[src/rtl/reg_file_param_if.sv]
// Bundle of decode/writeback-facing signals for reg_file_param.
// master = decode/writeback side, slave = register file.
interface reg_file_param_if #(
  parameter int DATA_W = 16,
  parameter int ADDR_W = 3
);
  logic              wr_en;
  logic [ADDR_W-1:0] wr_addr;
  logic [DATA_W-1:0] wr_data;
  logic [ADDR_W-1:0] rd0_addr;
  logic [ADDR_W-1:0] rd1_addr;
  logic [DATA_W-1:0] rd0_data;
  logic [DATA_W-1:0] rd1_data;
  logic              rd0_pend;
  logic              rd1_pend;
  logic              claim_en;
  logic [ADDR_W-1:0] claim_addr;
  logic              clr_req;
  logic              clr_busy;
  logic              clr_done;

  modport master (
    output wr_en, wr_addr, wr_data, rd0_addr, rd1_addr, claim_en, claim_addr, clr_req,
    input  rd0_data, rd1_data, rd0_pend, rd1_pend, clr_busy, clr_done
  );

  modport slave (
    input  wr_en, wr_addr, wr_data, rd0_addr, rd1_addr, claim_en, claim_addr, clr_req,
    output rd0_data, rd1_data, rd0_pend, rd1_pend, clr_busy, clr_done
  );
endinterface

[src/rtl/reg_file_param.sv]
// Parametrised register file: DEPTH x DATA_W storage, two combinational read
// ports, one write port, optional write bypass and hard-wired zero entry,
// per-entry pending scoreboard and a one-entry-per-cycle clear engine.
module reg_file_param #(
  parameter int DATA_W   = 16,
  parameter int ADDR_W   = 3,
  parameter bit BYPASS   = 1'b1,
  parameter bit ZERO_REG = 1'b0
) (
  input  logic            clk,
  input  logic            rst,
  reg_file_param_if.slave bus
);
  localparam int DEPTH = 2 ** ADDR_W;

  typedef enum logic [1:0] {
    S_IDLE,
    S_SWEEP,
    S_DONE
  } state_e;

  state_e            state_q, state_d;
  logic [ADDR_W-1:0] ptr_q, ptr_d;
  logic [DATA_W-1:0] regs_q [DEPTH];
  logic [DATA_W-1:0] regs_d [DEPTH];
  logic [DEPTH-1:0]  pend_q, pend_d;

  logic clr_busy;
  logic clr_done;
  logic wr_acc;
  logic claim_acc;
  logic [DATA_W-1:0] rd0_val, rd1_val;

  // Writes and claims are dropped while the sweep owns the array.
  assign wr_acc    = bus.wr_en && !clr_busy && !(ZERO_REG && bus.wr_addr == '0);
  assign claim_acc = bus.claim_en && !clr_busy && !(ZERO_REG && bus.claim_addr == '0);

  // Clear FSM state register.
  // NOTE: sequential state uses non-blocking assignments so every flop samples pre-edge values.
  always_ff @(posedge clk) begin
    if (rst) begin
      state_q <= S_IDLE;
      ptr_q   <= '0;
    end else begin
      state_q <= state_d;
      ptr_q   <= ptr_d;
    end
  end

  // Clear FSM next-state: one entry per SWEEP cycle, ptr wraps on its own.
  // NOTE: every combinational output gets a default first so no latch is inferred.
  always_comb begin
    state_d = state_q;
    ptr_d   = ptr_q;
    case (state_q)
      S_IDLE: begin
        if (bus.clr_req) begin
          state_d = S_SWEEP;
          ptr_d   = '0;
        end
      end
      S_SWEEP: begin
        ptr_d = ptr_q + ADDR_W'(1);
        if (ptr_q == ADDR_W'(DEPTH - 1)) state_d = S_DONE;
      end
      S_DONE:  state_d = S_IDLE;
      default: state_d = S_IDLE;
    endcase
  end

  // Clear FSM outputs decoded from state.
  always_comb begin
    clr_busy = (state_q == S_SWEEP);
    clr_done = (state_q == S_DONE);
  end

  // Storage next-state: sweep zeroing, or write then claim (claim wins on a tie).
  always_comb begin
    regs_d = regs_q;
    pend_d = pend_q;
    if (clr_busy) begin
      regs_d[ptr_q] = '0;
      pend_d[ptr_q] = 1'b0;
    end
    if (wr_acc) begin
      regs_d[bus.wr_addr] = bus.wr_data;
      pend_d[bus.wr_addr] = 1'b0;
    end
    if (claim_acc) pend_d[bus.claim_addr] = 1'b1;
  end

  // Storage and pending registers.
  // NOTE: the array is reset explicitly because reset must read back as all-zero contents.
  always_ff @(posedge clk) begin
    if (rst) begin
      for (int i = 0; i < DEPTH; i++) regs_q[i] <= '0;
      pend_q <= '0;
    end else begin
      regs_q <= regs_d;
      pend_q <= pend_d;
    end
  end

  // Combinational read ports with optional bypass and zero entry.
  always_comb begin
    rd0_val = regs_q[bus.rd0_addr];
    rd1_val = regs_q[bus.rd1_addr];
    if (BYPASS && wr_acc && bus.wr_addr == bus.rd0_addr) rd0_val = bus.wr_data;
    if (BYPASS && wr_acc && bus.wr_addr == bus.rd1_addr) rd1_val = bus.wr_data;
    if (ZERO_REG && bus.rd0_addr == '0) rd0_val = '0;
    if (ZERO_REG && bus.rd1_addr == '0) rd1_val = '0;
  end

  assign bus.rd0_data = rd0_val;
  assign bus.rd1_data = rd1_val;
  // Pending bits come from registered state only; never bypassed.
  assign bus.rd0_pend = pend_q[bus.rd0_addr] && !(ZERO_REG && bus.rd0_addr == '0);
  assign bus.rd1_pend = pend_q[bus.rd1_addr] && !(ZERO_REG && bus.rd1_addr == '0);
  assign bus.clr_busy = clr_busy;
  assign bus.clr_done = clr_done;
endmodule

[src/flat_wrapper.sv]
// flat-port wrapper written by rule: the top's interface ports become plain ports
module reg_file_param_flat 
#(
  parameter int DATA_W   = 16,
  parameter int ADDR_W   = 3,
  parameter bit BYPASS   = 1'b1,
  parameter bit ZERO_REG = 1'b0
)
  (clk, rst, bus_wr_en, bus_wr_addr, bus_wr_data, bus_rd0_addr, bus_rd1_addr, bus_claim_en, bus_claim_addr, bus_clr_req, bus_rd0_data, bus_rd1_data, bus_rd0_pend, bus_rd1_pend, bus_clr_busy, bus_clr_done);
  reg_file_param_if #(.DATA_W(DATA_W), .ADDR_W(ADDR_W)) bus_i ();
  input  logic clk;
  input  logic rst;
  input wire logic [$bits(bus_i.wr_en)-1:0] bus_wr_en;
  input wire logic [$bits(bus_i.wr_addr)-1:0] bus_wr_addr;
  input wire logic [$bits(bus_i.wr_data)-1:0] bus_wr_data;
  input wire logic [$bits(bus_i.rd0_addr)-1:0] bus_rd0_addr;
  input wire logic [$bits(bus_i.rd1_addr)-1:0] bus_rd1_addr;
  input wire logic [$bits(bus_i.claim_en)-1:0] bus_claim_en;
  input wire logic [$bits(bus_i.claim_addr)-1:0] bus_claim_addr;
  input wire logic [$bits(bus_i.clr_req)-1:0] bus_clr_req;
  output wire logic [$bits(bus_i.rd0_data)-1:0] bus_rd0_data;
  output wire logic [$bits(bus_i.rd1_data)-1:0] bus_rd1_data;
  output wire logic [$bits(bus_i.rd0_pend)-1:0] bus_rd0_pend;
  output wire logic [$bits(bus_i.rd1_pend)-1:0] bus_rd1_pend;
  output wire logic [$bits(bus_i.clr_busy)-1:0] bus_clr_busy;
  output wire logic [$bits(bus_i.clr_done)-1:0] bus_clr_done;
  assign bus_i.wr_en = bus_wr_en;
  assign bus_i.wr_addr = bus_wr_addr;
  assign bus_i.wr_data = bus_wr_data;
  assign bus_i.rd0_addr = bus_rd0_addr;
  assign bus_i.rd1_addr = bus_rd1_addr;
  assign bus_i.claim_en = bus_claim_en;
  assign bus_i.claim_addr = bus_claim_addr;
  assign bus_i.clr_req = bus_clr_req;
  assign bus_rd0_data = bus_i.rd0_data;
  assign bus_rd1_data = bus_i.rd1_data;
  assign bus_rd0_pend = bus_i.rd0_pend;
  assign bus_rd1_pend = bus_i.rd1_pend;
  assign bus_clr_busy = bus_i.clr_busy;
  assign bus_clr_done = bus_i.clr_done;
  reg_file_param #(.DATA_W(DATA_W), .ADDR_W(ADDR_W), .BYPASS(BYPASS), .ZERO_REG(ZERO_REG)) u_core (.clk(clk), .rst(rst), .bus(bus_i));
endmodule
[config.mk]
export PLATFORM = sky130hd
export DESIGN_NAME = reg_file_param_flat
export DESIGN_NICKNAME = d
export VERILOG_FILES = /design/src/rtl/reg_file_param_if.sv /design/src/rtl/reg_file_param.sv /design/src/flat_wrapper.sv
export SDC_FILE = /design/constraint.sdc
export NUM_CORES = 1
export LEC_CHECK = 0
export CAP_MARGIN = 20
export CORE_ASPECT_RATIO = 1.2
export CORE_MARGIN = 8
export CORE_UTILIZATION = 55
export CTS_CLUSTER_SIZE = 30
export DETAILED_ROUTE_END_ITERATION = 10
export GPL_TIMING_DRIVEN = 0
export PLACE_DENSITY = 0.87
export SYNTH_ARGS = -nofsm -noshare
export SYNTH_HDL_FRONTEND = slang
export SYNTH_SLANG_ARGS = --single-unit
export TNS_END_PERCENT = 30
[constraint.sdc]
create_clock -name clk -period 3.3 [get_ports clk]
set_input_delay 0.66 -clock clk [delete_from_list [all_inputs] [get_ports clk]]
set_output_delay 0.66 -clock clk [all_outputs]
set_load 0.02 [all_outputs]
==> summary.txt <==
Synthesis
  • Ranking of synthesized cells by area: dfxtp_1 35%, mux4_2 19%, mux2_2 8.9%, nand3_1 8.4%, a21oi_1 8.2%
  • Adder-Cell Fraction of Synth Area: less than 1%
  • Synthesized instance count: ~840
  • Post-synthesis compound-gate area fraction: between 9 and 10%
  • Number of synthesized flops with an enable pin: 0
  • Yosys synthesis warning count: 0
  • Fraction of synthesized cell area in xor and xnor cells: less than 1%
  • Post-synth top area share: between 30% and 40%
  • Mapped cell area: about 8000 sq um
  • Avg Cell Area, Syn: between 9 and 10 sq um
  • Simple-gate share of the synthesized area: a little under 20%
  • Synth area leader: dfxtp_1
  • Post-synthesis sequential area ratio: a little over a third
  • Register bit total from synthesis: around 140
  • Ys flop type: dfxtp_1
  • Cell variety after synth: 34
  • Syn Nets: between 800 and 900
  • Ys async rst share: 0%
  • Mux cell area share after synthesis: 28.7%
  • Largest family of logic cells by synthesized area: multiplexers

Clocking
  • CTS max path bufs: 2
  • Clk Latency, worst-skew pair: roughly 0.43 ns
  • Total CTS buffers: 17
  • Clock Sink Count: 141
  • # H-tree levels: 4
  • Worst-path clk slew: ~0.060 ns
  • CTS Hold Bufs: 0
  • Root Buffer: clkbuf_16
  • CTS tree: built

Critical path
  • CP Capture Type: output port
  • Crit path required time: 2.64 ns
  • Slowest stage delay, CP: ~0.40 ns
  • Setup CP Type: in2out
  • Crit start category: primary input
  • Max Fanout on Critical Path: 10
  • Most used cell along the critical path: mux2_2
  • Critical path, cell by cell: buf_2, clkbuf_2, mux4_2, mux2_2, mux2_2, dlygate4sd2_1
  • CP Data Arrival Time: roughly 2.6 ns
  • Worst R2R Setup Slack: 1.00 ns
  • Critical Path Slowest Stage Cell: clkbuf_2

Global route
  • Initial antenna violation count: 0
  • GRT Overall Usage: around 29%
  • Vias in the first global route: between 7k and 8k
  • Pin count of the biggest net entering global routing: 17
  • GRT overflow: 0
  • First-pass GRT wire length: roughly 42 mm

Drt
  • Detail Route Antenna Nets: 0
  • Initial DRC Count: 1276
  • WL/cell: roughly 25 um
  • Routed WL: around 27 mm
  • Router iterations before antenna repair: 6
  • Drt drc: 0
  • Via count: about 7.6k
  • Via-to-Cell Ratio: between 6 and 7

Finish
  • Area growth syn-to-layout: 15.5%
  • Leading cell types in the layout, fill and taps excluded: 141 x dfxtp_1, 134 x nand3_1, 132 x nand2_1
  • # diodes: 0
  • Share of cells above drive strength 1: about 25%
  • NumNets Final: 935
  • Fin cells: roughly 1.1k
  • # fillers: around 1.1k
  • Most common cell after layout, fill and taps aside: dfxtp_1

Status
  • Run status: completed

Job
  • MaxCap Viol Count: 0

Place
  • DP HPWL: about 18 mm
  • Cell count after placement: about 1.1k
  • PortBufs: 42
  • Placer congestion estimate: 0.923

STA
  • Final critical-path share of the clock period: a little over nine tenths
  • Fmax: 308 MHz
  • RSZ-0062 raised after global routing: false
  • Setup violations, final: 0
  • Worst-Margin Slew: approximately 0.82 ns
  • Final Skew: between 0.004 and 0.005 ns
  • Final hold violations: 0
  • Fin. max-slew vios: 0
  • Post-layout min period: 3.24 ns
  • Rel. slew slack: 45.4%

Floorplan
  • Die Y: between 100 and 150 um
  • Top-Level Pins: slightly below 70
  • Core Box Area: 14300 sq um
  • Site Rows: 48
  • Die X-Extent: 126 um
  • Die Area: about 19000 sq um
  • Starting Density: a little under three fifths

Power and ir drop
  • Leakage: 3.28 nW
  • Design Power: approximately 0.0042 W
  • Peak supply drop: between 300 and 400 uV
  • P per Cell Area: roughly 450 nW/um^2

Worst hold path
  • Hold crit path type: reg2reg
synth_stat cells (4+ instances only):
cell type	instances
nand2b_1	4
nor2_1	13
or3_1	6
buf_2	26
xor2_1	6
dfxtp_1	141
a32oi_1	6
nor2b_1	6
buf_6	9
a21oi_1	131
nor3_4	5
clkbuf_1	52
mux2_2	63
mux4_2	68
buf_4	5
nand2_1	132
nand3_1	134
area by class of cell:
class	instances	area [sq um]	share of cell area, %
clock inverters	7	85.1	0.925
plain buffers	93	488	5.31
multi-input cells	600	4660	50.7
clock buffers	24	502	5.46
inverters	2	7.51	0.0816
well taps	175	219	2.38
flip-flops and latches	141	2820	30.7
repair buffers	45	409	4.45
state kept, by name, summed over array words and instances (netlist names):
register,count
u_core.regs_q,128
u_core.pend_q,8
u_core.ptr_q,3
u_core.state_q,2
stage by stage:
stage / setup TNS [ns] / util [%] / instance area [sq um] / setup slack, ns / hold WS [ns]
floorplan: 0 / - / 7960 / 0.502 / 0.448
global placement: -12.47 / 60.2 / 8600 / -0.451 / 0.461
detailed placement: -13.05 / 60.2 / 8600 / -0.483 / 0.472
CTS: 0 / 64.3 / 9190 / 0.0158 / 0.479
global route: 0 / 64.3 / 9200 / 0.0141 / 0.498
finish: 0 / 64.3 / 9200 / 0.0558 / 0.481
cell families (layout without fill, tap and decap cells):
family,Yosys count,in the layout
multiplexers,135,135
XOR/XNOR,6,6
AO/OA/AOI/OAI,140,140
flip-flops,141,141
adder cells (fa/ha/maj),2,2
buffers and inverters,95,171
AND/OR/NAND/NOR,317,317
layer usage:
layer	wire length [um]	global-route usage, %	vias up
li1	-	-	3171
met1	9260	34.0	3568
met2	12500	44.9	707
met3	3250	7.89	160
met4	1960	23.4	0
met5	0	0	-
timing repair:
item	in CTS	in global routing
pin swaps	2	1
gates resized for setup	43	1
setup buffers	3	0
setup endpoints to repair	34	18
worst max-delay path, delay by kind of cell:
kind	cells	cell delay, ns
buffers and inverters	3	0.97
muxes	3	0.95
power breakdown:
| group | internal [W] | switching [W] |
|---|---|---|
| Sequential | 0.00173 | 0.0000254 |
| Clock | 0.00120 | 0.000720 |
| Combinational | 0.000179 | 0.000309 |
| Total | 0.00311 | 0.00105 |
final timing paths:
check | startpoint | endpoint | depth (start not counted)
worst min-delay path | u_core.regs_q[100]$_SDFF_PP0_ | u_core.regs_q[100]$_SDFF_PP0_ | 2
worst max-delay path | bus_rd1_addr[1] | bus_rd1_data[6] | 6
worst max register to register | u_core.ptr_q[2]$_SDFFE_PP0P_ | u_core.regs_q[64]$_SDFF_PP0_ | 6
worst min register to register | u_core.regs_q[100]$_SDFF_PP0_ | u_core.regs_q[100]$_SDFF_PP0_ | 2
No activity file was read; power rests on OpenSTA's default activity.
